## src/rtl/if_fetch_bpred_pkg.sv

```systemverilog
// Shared types for the fetch stage and its branch predictor.
// Counter encodings, PC width and the saturating counter update.
package if_fetch_bpred_pkg;

   localparam int PC_W = 12;
   localparam logic [PC_W-1:0] RESET_PC_DEF = 12'h000;

   typedef enum logic [1:0] {
      SNT = 2'b00,
      WNT = 2'b01,
      WT  = 2'b10,
      ST  = 2'b11
   } ctr_t;

   typedef struct packed {
      logic            valid;
      logic [PC_W-1:0] pc;
      logic            taken;
      logic [PC_W-1:0] target;
   } upd_t;

   function automatic ctr_t ctr_next(input ctr_t c, input logic taken);
      ctr_t r;
      r = c;
      if (taken) begin
         if (c != ST) r = ctr_t'(c + 2'd1);
      end else begin
         if (c != SNT) r = ctr_t'(c - 2'd1);
      end
      return r;
   endfunction

endpackage

```

## src/rtl/if_fetch_bpred_bp_table.sv

```systemverilog
// Direct-mapped BTB with a 2-bit counter per entry.
// Lookup is combinational; update is written on the clock edge.
module bp_table
   import if_fetch_bpred_pkg::*;
#(
   parameter int ENTRIES = 16
) (
   input  logic            clk,
   input  logic            rst,
   input  logic [PC_W-1:0] pc,
   output logic            hit,
   output ctr_t            ctr,
   output logic [PC_W-1:0] target,
   input  upd_t            upd
);

   localparam int IDX = $clog2(ENTRIES);
   localparam int TW  = PC_W - IDX - 2;

   logic            valid_q [ENTRIES];
   logic [TW-1:0]   tag_q   [ENTRIES];
   logic [PC_W-1:0] tgt_q   [ENTRIES];
   ctr_t            ctr_q   [ENTRIES];

   logic [IDX-1:0] idx;
   logic [IDX-1:0] uidx;
   logic [TW-1:0]  utag;
   logic           uhit;
   logic           unused;

   assign idx    = pc[IDX+1:2];
   assign hit    = valid_q[idx] && (tag_q[idx] == pc[PC_W-1:IDX+2]);
   assign ctr    = ctr_q[idx];
   assign target = tgt_q[idx];

   assign uidx   = upd.pc[IDX+1:2];
   assign utag   = upd.pc[PC_W-1:IDX+2];
   assign uhit   = valid_q[uidx] && (tag_q[uidx] == utag);
   assign unused = ^{pc[1:0], upd.pc[1:0]};

   always_ff @(posedge clk) begin
      if (rst) begin
         for (int i = 0; i < ENTRIES; i++) begin
            valid_q[i] <= 1'b0;
            tag_q[i]   <= '0;
            tgt_q[i]   <= '0;
            ctr_q[i]   <= WNT;
         end
      end else if (upd.valid) begin
         if (uhit) begin
            ctr_q[uidx] <= ctr_next(ctr_q[uidx], upd.taken);
            if (upd.taken) tgt_q[uidx] <= upd.target;
         end else if (upd.taken) begin
            // Miss on a taken branch replaces whatever lived in this slot
            valid_q[uidx] <= 1'b1;
            tag_q[uidx]   <= utag;
            tgt_q[uidx]   <= upd.target;
            ctr_q[uidx]   <= WT;
         end
      end
   end

endmodule

```

## src/rtl/if_fetch_bpred.sv

```systemverilog
// Fetch stage: PC register, next-PC selection and BTB prediction.
// Define BP_PERF_EN to add update/mispredict event counters.
module if_fetch_bpred
   import if_fetch_bpred_pkg::*;
#(
   parameter int              ENTRIES  = 16,
   parameter logic [PC_W-1:0] RESET_PC = RESET_PC_DEF
) (
   input  logic            CLK,
   input  logic            RST,
   input  logic            latchn,
   input  logic            redirect_i,
   input  logic [PC_W-1:0] redirect_pc_i,
   input  logic            upd_valid_i,
   input  logic [PC_W-1:0] upd_pc_i,
   input  logic            upd_taken_i,
   input  logic [PC_W-1:0] upd_target_i,
`ifdef BP_PERF_EN
   output logic [15:0]     perf_upd_o,
   output logic [15:0]     perf_misp_o,
`endif
   output logic [PC_W-1:0] imem_addr_o,
   output logic [PC_W-1:0] pc_o,
   output logic            bpr_o,
   output logic [PC_W-1:0] pred_target_o
);

   logic [PC_W-1:0] pc_q;
   logic [PC_W-1:0] pc_nxt;
   logic            hit;
   ctr_t            ctr;
   logic [PC_W-1:0] target;
   upd_t            upd;
   logic            unused;

   assign upd = '{
      valid:  upd_valid_i,
      pc:     upd_pc_i,
      taken:  upd_taken_i,
      target: upd_target_i
   };

   bp_table #(.ENTRIES(ENTRIES)) u_table (
      .clk    (CLK),
      .rst    (RST),
      .pc     (pc_q),
      .hit    (hit),
      .ctr    (ctr),
      .target (target),
      .upd    (upd)
   );

   assign bpr_o         = hit & ctr[1];
   assign pred_target_o = bpr_o ? target : '0;
   assign pc_o          = pc_q;
   assign imem_addr_o   = pc_q;
   assign unused        = ^redirect_pc_i[1:0];

   always_comb begin
      pc_nxt = pc_q + 12'd4;
      if (redirect_i)  pc_nxt = {redirect_pc_i[PC_W-1:2], 2'b00};
      else if (latchn) pc_nxt = pc_q;
      else if (bpr_o)  pc_nxt = pred_target_o;
   end

   always_ff @(posedge CLK) begin
      if (RST) pc_q <= RESET_PC;
      else     pc_q <= pc_nxt;
   end

`ifdef BP_PERF_EN
   always_ff @(posedge CLK) begin
      if (RST) begin
         perf_upd_o  <= '0;
         perf_misp_o <= '0;
      end else begin
         if (upd_valid_i && (perf_upd_o != 16'hFFFF))
            perf_upd_o <= perf_upd_o + 16'd1;
         if (redirect_i && (perf_misp_o != 16'hFFFF))
            perf_misp_o <= perf_misp_o + 16'd1;
      end
   end
`endif

endmodule
```

## config.mk

```make
export PLATFORM = sky130hd
export DESIGN_NAME = if_fetch_bpred
export DESIGN_NICKNAME = d
export VERILOG_FILES = /design/src/rtl/if_fetch_bpred_pkg.sv /design/src/rtl/if_fetch_bpred_bp_table.sv /design/src/rtl/if_fetch_bpred.sv
export SDC_FILE = /design/constraint.sdc
export NUM_CORES = 1
export LEC_CHECK = 0
export CORE_UTILIZATION = 55
export CTS_BUF_LIST = sky130_fd_sc_hd__clkbuf_16
export DETAILED_ROUTE_END_ITERATION = 10
export DONT_BUFFER_PORTS = 1
export GPL_TIMING_DRIVEN = 0
export HOLD_SLACK_MARGIN = 0.15
export PLACE_DENSITY = 0.7
export REMOVE_ABC_BUFFERS = 1
export SYNTH_ARGS = -nofsm -noshare
export SYNTH_HDL_FRONTEND = slang
export SYNTH_HIERARCHICAL = 1
export SYNTH_SLANG_ARGS = --single-unit
```

## constraint.sdc

```tcl
create_clock -name CLK -period 5.1 [get_ports CLK]
set_input_delay 0.765 -clock CLK [delete_from_list [all_inputs] [get_ports CLK]]
set_output_delay 0.765 -clock CLK [all_outputs]
set_load 0.01 [all_outputs]
```

Word-level counts from Yosys, hierarchy flattened
Memory sizes are Yosys's and may differ from the RTL's. A register that Yosys moved wholly into a read port is not among the register bits.
Cells that the tools add are included.
W data, S select, Z words.
{ "op_classes": {"add_sub_neg": 3, "n_eq_ne": 4, "n_mux": 47, "n_bitwise": 3, "n_reduce_logical": 8} }
{ "ops": {"columns": ["op", "n"], "rows": [
  ["$mux W12", 6],
  ["$mux W4", 12],
  ["$mux W1", 20],
  ["$mux W2", 8],
  ["$add A12 B3 Y12 const B", 1],
  ["$eq A6 B6 Y1", 2],
  ["$reduce_or A12 Y1", 1],
  ["$mux W6", 1],
  ["$reduce_or A6 Y1", 1],
  ["$reduce_or A2 Y1", 2],
  ["$add A2 B1 Y2 const B", 1],
  ["$logic_and A1 B1 Y1", 2],
  ["$ne A2 B1 Y1 const B", 1],
  ["$ne A2 B2 Y1 const B", 1],
  ["$or A1 B1 Y1", 2],
  ["$reduce_bool A2 Y1", 1],
  ["$sub A2 B1 Y2 const B", 1],
  ["$and A1 B1 Y1", 1],
  ["$reduce_or A1 Y1", 1]
]} }
{ "totals": {"register_bits": 12, "ramBits": 336, "in_bits": 42, "output_inout_bits": 37, "elab_cells": 71, "mem_count": 4} }
{ "mem_list": {"columns": ["memory", "depth", "word_bits", "read_ports", "rd_ports_with_merged_regs", "wr", "line", "source"], "rows": [
  ["u_table.tgt_q", 16, 12, 1, 1, 16, "if_fetch_bpred_bp_table.sv:22", "logic [PC_W-1:0] tgt_q [ENTRIES];"],
  ["u_table.tag_q", 16, 6, 2, 1, 16, "if_fetch_bpred_bp_table.sv:21", "logic [TW-1:0] tag_q [ENTRIES];"],
  ["u_table.ctr_q", 16, 2, 2, 1, 16, "if_fetch_bpred_bp_table.sv:23", "ctr_t ctr_q [ENTRIES];"],
  ["u_table.valid_q", 16, 1, 2, 1, 16, "if_fetch_bpred_bp_table.sv:20", "logic valid_q [ENTRIES];"]
]} }

Logic depth before layout (Yosys ltp)
An unclocked memory read counts as a cell.
{ "logic_depth": {"ltp_word": 10, "ltp_mapped": 13, "depth_no_buf": 10} }

Modules after synthesis
The synthesis kept the hierarchy.
{ "by_module_without_submodules": {"columns": ["mod", "n_inst", "cells_each", "area_each_um2", "seq_area_each_um2"], "rows": [
  ["bp_table", 1, 1159, 16876.2, 9929.5],
  ["if_fetch_bpred", 1, 134, 980.9, 240.2]
]} }

Least setup slack after synthesis
No wires, ideal clock.
{ "synth_path": {"path_kind": "flip-flop to output port", "startpoint": "reg, netlist name imem_addr_o[2]", "endpoint": "out pred_target_o[2]", "arrival_time_ns": 3.329, "required_time_ns": 4.335, "slack_ns": 1.006, "stages_incl_launch_ff": 8, "path_buffers": 2, "path_cell_list": "dfxtp_1 > buf_1 > mux4_2 > mux4_2 > xor2_1 > nor4_1 > clkbuf_1 > and3_1"} }
{ "synth_rtl": {"columns": ["item", "line", "source"], "rows": [
  ["to (decl)", "if_fetch_bpred.sv:25", "output logic [PC_W-1:0] pred_target_o"]
]} }

==> results.sh <==
export IMPL_end_kind="primary output"
export IMPL_path_cells="buf_16 -> mux4_2 -> mux4_2 -> xnor2_1 -> nand4_1 -> nor4_4 -> buf_4 -> nand2_4 -> inv_2"
export IMPL_design_power_total_mw=6.632
export IMPL_worst_path_buf_inv=3
export IMPL_power_density_mw_per_mm2=344.8
export IMPL_diodes=0
export IMPL_comb_power_share_pct=9.5
export IMPL_grt_pass1_wl_mm=71.45
export IMPL_clock_root_buffer="clkbuf_16"
export IMPL_ir_worst_vdd_uv=251.4
export IMPL_fin_util_pct=60.80
export IMPL_clkPwrFrac_pct=40.0
export IMPL_dr_pass1_iters=7
export IMPL_critical_path_top_delay_family="multiplexers"
export IMPL_clkLatencyLatePin_ns=0.54
export IMPL_seq_area_mm2=0.01018
export IMPL_tritoncts="yes"
export IMPL_drv_cap=0
export IMPL_place_congestion=0.8301
export IMPL_hold_viol=0
export IMPL_vias=11478
export IMPL_tns_ns=0
export IMPL_critical_path_max_stage_delay_ns=0.61
export IMPL_yosys_warnings=6
export IMPL_p_leak_nw=7.068
export IMPL_rsz0062_at_grt="false"
export IMPL_p_sw_share_pct=23.06
export IMPL_fillers=2353
export IMPL_grt_max_degree=78
export IMPL_avgSynthCellArea_um2=13.78
export IMPL_critPathMaxFanout=37
export IMPL_clk_pin_slew_ns=0.06
export IMPL_p_int_mw=5.102
export IMPL_grt_overflow=0
export IMPL_worst_setup_path_start_kind="flip-flop"
export IMPL_routedWlPerCell_um=29.31
export IMPL_maxSlewHeadroom_pct=29.72
export IMPL_die_area_mm2=0.03299
export IMPL_cts_buffers_inserted=37
export IMPL_die_x_um=181.6
export IMPL_syn_to_final_growth_pct=8.398
export IMPL_htreeDepth=2
export IMPL_grt_pass1_vias=11188
export IMPL_hold_ws_ns=0.3460
export IMPL_drtIter0Drc=1684
export IMPL_crit_type="flip-flop to primary output"
export IMPL_fin_worst_skew_ns=0.02364
export IMPL_total_switching_power_mw=1.530
export IMPL_cp_slowest_cell="dfxtp_4"
export IMPL_timing_final_ws_setup_ns=0.2082
export IMPL_slew_violations=0
export IMPL_place_ws_ns=0.5512
export IMPL_routed_wl_mm=47.78
export IMPL_track_usage_pct=29.46
export IMPL_port_buffers=0
export IMPL_fin_crit_ns=4.892
export IMPL_placed_area_mm2=0.01802
export IMPL_numClockSinks=348
export IMPL_crit_required_ns=4.34
export IMPL_worstMarginPinSlew_ns=1.054
export IMPL_setup_viol=0
export IMPL_nNetsFinal=1244
export IMPL_netlist_instances=1288
export IMPL_core_mm2=0.03164
export IMPL_clockBufferDepth=3
export IMPL_ioPinCount=79
export IMPL_drive_above_1_share_pct=19.54
export IMPL_rows=65
export IMPL_final_area_mm2=0.01923
export IMPL_drc=0
export IMPL_die_height_um=181.6
export IMPL_via_per_inst=7.042
export IMPL_cp_data_arrival_time_ns=4.13
export IMPL_max_freq_mhz=204.4
export IMPL_fin_cells=1630
export IMPL_multi_input_area_mm2=0.006889
export IMPL_dp_cells=1563
export IMPL_antenna_found_initial=0
export IMPL_pwr_share_seq_pct=50.5
export IMPL_dp_hpwl_mm=29.64
export IMPL_status="completed"
export IMPL_floorplan_initialDensity_pct=56.09
export IMPL_netlist_area_mm2=0.01774
export IMPL_layout_worst_path_cycle_share_pct=95.92
export IMPL_crit_top_cell="mux4_2"
export IMPL_ant_nets=0
export IMPL_hold_class="input port to flip-flop"
==> registers in the layout, indices dropped and copies added, names as in the netlist, named ones only <==
signal	flops
u_table/tag_q	96
u_table/tgt_q	192
imem_addr_o	10
u_table/valid_q	16
u_table/ctr_q	32
==> per-layer routing <==
| metal | share of wire (%) | global-route usage, % |
|---|---|---|
| met2 | 49 | 47.88 |
| met5 | 0 | 0 |
| met1 | 39 | 40.85 |
| met4 | 2.9 | 10.14 |
| met3 | 9.2 | 4.493 |
==> cell type report <==
| cell class | count | share of cell area [%] |
|---|---|---|
| inverters | 24 | 0.4684 |
| flip-flops and latches | 348 | 52.92 |
| clock inverters | 28 | 1.236 |
| well taps | 402 | 2.615 |
| repair buffers | 20 | 1.997 |
| multi-input cells | 770 | 35.82 |
| clock buffers | 38 | 4.944 |
==> cell usage in the layout (no fill, tap or decap), types with 4 or more instances in the layout <==
cell type    n
inv_1       31
buf_6        5
and3_1     206
nand2b_1    28
a21oi_1     15
nand2_1     41
mux2i_1     24
dfxtp_1     24
clkinv_2     9
a22oi_1      8
nand3_1     28
buf_12       7
xor2_1       6
o21ai_0     24
nand2_2      4
nand4_1     20
clkinv_1     5
nor2_4       4
nor2_1     112
a21o_1       6
mux4_2     131
nor2b_1      6
xnor2_1      5
a41o_1      17
clkbuf_16   38
edfxtp_1   320
nor3_1      21
buf_16       6
bufinv_16    4
==> final timing paths <==
kind                                             to                 from  slack [ns]  depth (start not counted)
worst max-delay path                          bpr_o       imem_addr_o[2]        0.21                          9
worst min-delay path                 imem_addr_o[5]                  RST        0.35                          1
worst max register to register       imem_addr_o[5]       imem_addr_o[2]        0.95                         11
worst min register to register  u_table/valid_q[14]  u_table/valid_q[14]        0.47                          2
==> power groups by stage <==
| stage | Combinational, mW | Sequential, mW | Clock [mW] |
|---|---|---|---|
| floorplan | 0.415 | 3.39 | 0 |
| global placement | 0.571 | 3.44 | 0 |
| detailed placement | 0.618 | 3.41 | 0 |
| CTS | 0.628 | 3.35 | 2.68 |
| global route | 0.663 | 3.36 | 2.78 |
| finish | 0.633 | 3.35 | 2.65 |
==> repair_timing <==
action / in CTS / in global routing
gates resized for setup: 0 / 1
hold buffers: 0 / 0
endpoints found under the hold margin: 0 / 0
endpoints found under the setup margin: 1 / 10
setup buffers: 1 / 0
No activity file was read; power rests on OpenSTA's default activity.
==> RTL edit 1 (same flow settings) <==
Register the output `pred_target_o`, with the module's reset; this adds one clock of latency there. The other outputs are not delayed to match.
--- a/src/rtl/if_fetch_bpred.sv
+++ b/src/rtl/if_fetch_bpred.sv
@@ -25,6 +25,8 @@
    output logic [PC_W-1:0] pred_target_o
 );
 
+   logic [PC_W-1:0] pred_target_d;
+
    logic [PC_W-1:0] pc_q;
    logic [PC_W-1:0] pc_nxt;
    logic            hit;
@@ -51,7 +53,7 @@
    );
 
    assign bpr_o         = hit & ctr[1];
-   assign pred_target_o = bpr_o ? target : '0;
+   assign pred_target_d = bpr_o ? target : '0;
    assign pc_o          = pc_q;
    assign imem_addr_o   = pc_q;
    assign unused        = ^redirect_pc_i[1:0];
@@ -60,7 +62,7 @@
       pc_nxt = pc_q + 12'd4;
       if (redirect_i)  pc_nxt = {redirect_pc_i[PC_W-1:2], 2'b00};
       else if (latchn) pc_nxt = pc_q;
-      else if (bpr_o)  pc_nxt = pred_target_o;
+      else if (bpr_o)  pc_nxt = pred_target_d;
    end
 
    always_ff @(posedge CLK) begin
@@ -82,4 +84,12 @@
    end
 `endif
 
+   always_ff @(posedge CLK) begin
+      if (RST) begin
+         pred_target_o <= '0;
+      end else begin
+         pred_target_o <= pred_target_d;
+      end
+   end
+
 endmodule
Function: changed (a bounded check fails within 4 cycles, from zero or initial values and one cycle with RST high).
==> RTL edit 1 against the unedited design <==
  * Setup slack improved by 0.058 ns
  * Routed wire length decreased by 4.4%
  * Synthesized area grew 1.4%
  * Design area grew 1.2%
  * Non-clock buffer count shrank 3
  * Sequential cell count is 12 higher
  * Power increased by 0.64%
  * Critical path depth unchanged
  * Utilization up 0.25 points
  * Cell count is 2.9% higher
  * Hold slack worse by 0.029 ns
==> RTL edit 1: results (changes against the unedited design) <==
- The post-place setup slack came to 0.2208 ns (-0.3304 ns).
- The power density normalized to cell area is 342.9 nW/um^2 (-0.54%).
- The sum of met2 wire segment lengths after detailed routing is 22.47 mm (-3.9%).
- The total vias in the final route is 11.18k (-2.6%).
- The final worst hold slack is 0.3175 ns (-0.02857 ns).
- The worst-case headroom to the max-slew limit was 0.2659 (-0.03134).
- The count of placed standard cells in the final layout, fillers left out is 1677 (+2.9%).
- The global-route usage over all layers came to 0.2795 (-0.01509).
- The count of routing violations after the opening detailed-route iteration is 1282 (-24%).
- The largest net degree at the start of global routing is 80 (+2.6%).
- The leakage power is 7.153 nW (+1.2%).
- The post-CTS setup-driven buffer insertion count came to 0 (-1).
- The run finished with clean final reports.
- The wire length per cell is 27.24 um (-7.1%).
- The largest fanout on the critical path was 36 (-2.7%).
- The share of post-route cells with drive strength above 1 is 0.1897 (-0.005771).
- The final layout net count is 1251 (+0.56%).
- The cell count after synthesis is 1295 (+0.54%).
- The arrival time at the worst endpoint came to 4.07 ns (-0.06 ns).
- The number of placed instances, taps included came to 1602 (+2.5%).
- The wire length of the first global-routing pass is 69.08 mm (-3.3%).
- The final RePlAce weighted congestion is 0.8294 (about the same).
- The met1 global-route usage is 0.3776 (-0.03093).
- The HPWL reported at the end of detailed placement is 29.26 mm (-1.3%).
- The placed cell area is 18270 sq um (+1.4%).
- The layout filler cell count came to 2398 (+1.9%).
- The worst clock skew is 0.02776 ns (+0.004116 ns).
- The ratio of final minimum period to clock period is 0.9478 (-0.01142).
RTL edit 1: final cells by class:
cell class              instances  share of cell area
diodes                          3           0.0003857
clock buffers                  40             0.05143
clock inverters                32            0.009321
inverters                      22            0.004243
multi-input cells             768              0.3540
flip-flops and latches        360              0.5354
well taps                     435             0.02796
repair buffers                 17             0.01729
RTL edit 1: report_power, final:
group          switching (W)  internal, W  total, W  leakage [nW]
sequential         0.0000885      0.00335   0.00344          3.35
clock                0.00114      0.00148   0.00262         0.625
combinational       0.000329     0.000293  0.000622          3.18
total                0.00155      0.00512   0.00667          7.15
RTL edit 1: final timing paths:
kind                 startpoint                 end  cells after the start
max              imem_addr_o[2]               bpr_o                      9
min                  redirect_i            register                      1
max reg2reg      imem_addr_o[2]    pred_target_o[2]                     10
min reg2reg  u_table/valid_q[6]  u_table/valid_q[6]                      2
RTL edit 1: what timing repair did:
action / CTS / global route
resized for setup: 1 / 0
setup endpoints to repair: 1 / 0
hold buffers: 0 / 0
==> RTL edit 2 (same settings) <==
Without the edit above. `ENTRIES` is set to 16 in 2 places; all go to 32.
--- a/src/rtl/if_fetch_bpred_bp_table.sv
+++ b/src/rtl/if_fetch_bpred_bp_table.sv
@@ -3,7 +3,7 @@
 module bp_table
    import if_fetch_bpred_pkg::*;
 #(
-   parameter int ENTRIES = 16
+   parameter int ENTRIES = 32
 ) (
    input  logic            clk,
    input  logic            rst,
--- a/src/rtl/if_fetch_bpred.sv
+++ b/src/rtl/if_fetch_bpred.sv
@@ -3,7 +3,7 @@
 module if_fetch_bpred
    import if_fetch_bpred_pkg::*;
 #(
-   parameter int              ENTRIES  = 16,
+   parameter int              ENTRIES  = 32,
    parameter logic [PC_W-1:0] RESET_PC = RESET_PC_DEF
 ) (
    input  logic            CLK,
Formal check against the unedited RTL: not equivalent (a bounded check fails within 4 cycles, from zero or initial values and one cycle with RST high).
==> RTL edit 2 against the unedited design <==
  * Design area rose by 81%
  * Synthesized area rose by 82%
  * Register-to-register slack worse by 0.44 ns
  * Setup slack worse by 0.061 ns
  * Sequential share of layout area increased by 2.0 points
  * Critical path type unchanged
  * Sequential cell count increased by 304
  * Sequential power is 84% higher
  * Utilization shrank 0.46 points
  * Routed wire length up 86%
  * First-iteration DRC count up 76%
  * Power rose by 81%
  * Highest routed layer is now met5
==> RTL edit 2: results (changes against the unedited design) <==
- The internal power was 0.009201 W (+80%).
- In this run the worst hold path is classified as primary input to register.
- The final layout net count is 2206 (+77%).
- The post-place setup slack is -0.5541 ns (-1.105 ns).
- In the final layout, the registers with the most flip-flops are u_table/tgt_q: 384 flops, u_table/tag_q: 160 flops, u_table/ctr_q: 64 flops.
- The count of routing violations after the opening detailed-route iteration is 2969 (+76%).
- The layout filler cell count came to 4354 (+85%).
- The worst-case headroom to the max-slew limit came to 0.01343 (-0.2838).
- The post-CTS clock slew at the launch and capture registers of the worst setup and hold paths is 0.06 ns (about the same).
- The worst reg2reg path depth is 8 (-3).
- The leakage power was 12.18 nW (+72%).
- The worst flop-to-flop path startpoint is u_table/tag_q[2][2].
- The final RePlAce weighted congestion is 0.9317 (+12%).
- The run finished with clean final reports.
- The HPWL reported at the end of detailed placement came to 59.11 mm (+99%).
- For hold timing, the worst endpoint is imem_addr_o[3].
- Among cell families on the critical path, the largest total delay comes from multiplexers.
- The number of antenna violations at the first check in global routing came to 3 (+3).
- The global-route usage over all layers is 0.3002 (+0.005596).
- The hold path startpoint is RST.
- The average via count per standard cell is 6.747 (-4.2%).
- The number of CTS-inserted buffers is 69 (+86%).
- The via count of the first global-routing pass is 19.89k (+78%).
- The reg-to-reg setup timing slack is 0.51 ns (-0.44 ns).
- The wire length of the first global-routing pass is 130.3 mm (+82%).
- The count of cells along the worst hold path is 1 (unchanged).
- The largest vdd supply drop is 0.2174 mV (-14%).
- The delay of the slowest cell on the worst path is 0.57 ns (-0.04 ns).
- The clock network power share is 0.398 (-0.002).
- The number of levels in the clock H-tree was 3 (+1).
- The worst clock skew was 0.02472 ns (+0.001076 ns).
- The ratio of final minimum period to clock period was 0.9711 (+0.01187).
- The largest fanout on the critical path is 32 (-14%).
- The sequential power share was 0.514 (+0.009).
- The warning count from the yosys run is 6 (unchanged).
- The power dissipated in sequential cells came to 0.00617 W (+84%).
- The endpoint identified for the worst register-to-register timing path is u_table/tag_q[30][2].
- The clock tree buffer depth was 3 (unchanged).
- The clock insertion delay at the later pin of the skew report came to 0.62 ns (+0.08 ns).
- The share of post-route cells with drive strength above 1 came to 0.1789 (-0.01653).
- The arrival time at the worst endpoint is 4.19 ns (+0.06 ns).
- The tree is rooted in a sky130_fd_sc_hd__clkbuf_16.
- The final routed wirelength across all metal layers is 88.99 mm (+86%).
- The largest net degree at the start of global routing is 114 (+46%).
- The count of input and output buffers is 0 (unchanged).
- The number of detailed-routing iterations run before antenna repair is 6 (-1).
- The worst-path cell with the longest stage delay is sky130_fd_sc_hd__mux4_2.
- The final routed DRC violation total was 0 (unchanged).
==> RTL edit 2: how the worst max path moves through the flow <==
stage,start,endpoint,depth (start not counted)
floorplan,imem_addr_o[2],bpr_o,8
global placement,imem_addr_o[2],bpr_o,8
detailed placement,imem_addr_o[2],bpr_o,11
CTS,imem_addr_o[2],bpr_o,12
global route,imem_addr_o[2],bpr_o,12
finish,imem_addr_o[2],bpr_o,12
==> RTL edit 2: area by class of cell <==
type | count | area (sq um) | share of cell area
Antenna cell | 1 | 2.502 | 0.00007174
Clock inverter | 54 | 314.1 | 0.009004
Sequential cell | 652 | 19150 | 0.5491
Clock buffer | 73 | 1827 | 0.05237
Multi-Input combinational cell | 1404 | 12050 | 0.3453
Timing Repair Buffer | 27 | 545.5 | 0.01564
Inverter | 9 | 36.28 | 0.001040
Tap cell | 765 | 957.2 | 0.02744
==> RTL edit 2: repair_timing <==
item / 4_1_cts / 5_1_grt
setup endpoints to repair: 25 / 11
hold buffers: 0 / 0
gates resized for setup: 2 / 0
buffers inserted: 4 / 1
hold endpoints to repair: 0 / 0
gates cloned: 0 / 1
==> RTL edit 2: metal layers <==
metal  vias to the layer above  GRT usage  part of all wire
li1                       8456          -                 -
met1                     10330     0.4036              0.37
met2                      1137     0.4918              0.49
met3                       216    0.06343              0.10
met4                         6    0.09265             0.030
met5                         -   0.004902           0.00066
==> RTL edit 2: stage by stage <==
step	instance area (sq um)	std cells	hold WS, ns	util
5_1_grt	34880	2985	0.1955	0.6034
3_5_place_dp	32600	2849	0.4880	0.5640
4_1_cts	34820	2980	0.2002	0.6023
6_report	34880	2985	0.2066	0.6034
2_1_floorplan	31160	2065	0.4669	-
3_3_place_gp	32120	2830	0.4781	0.5556
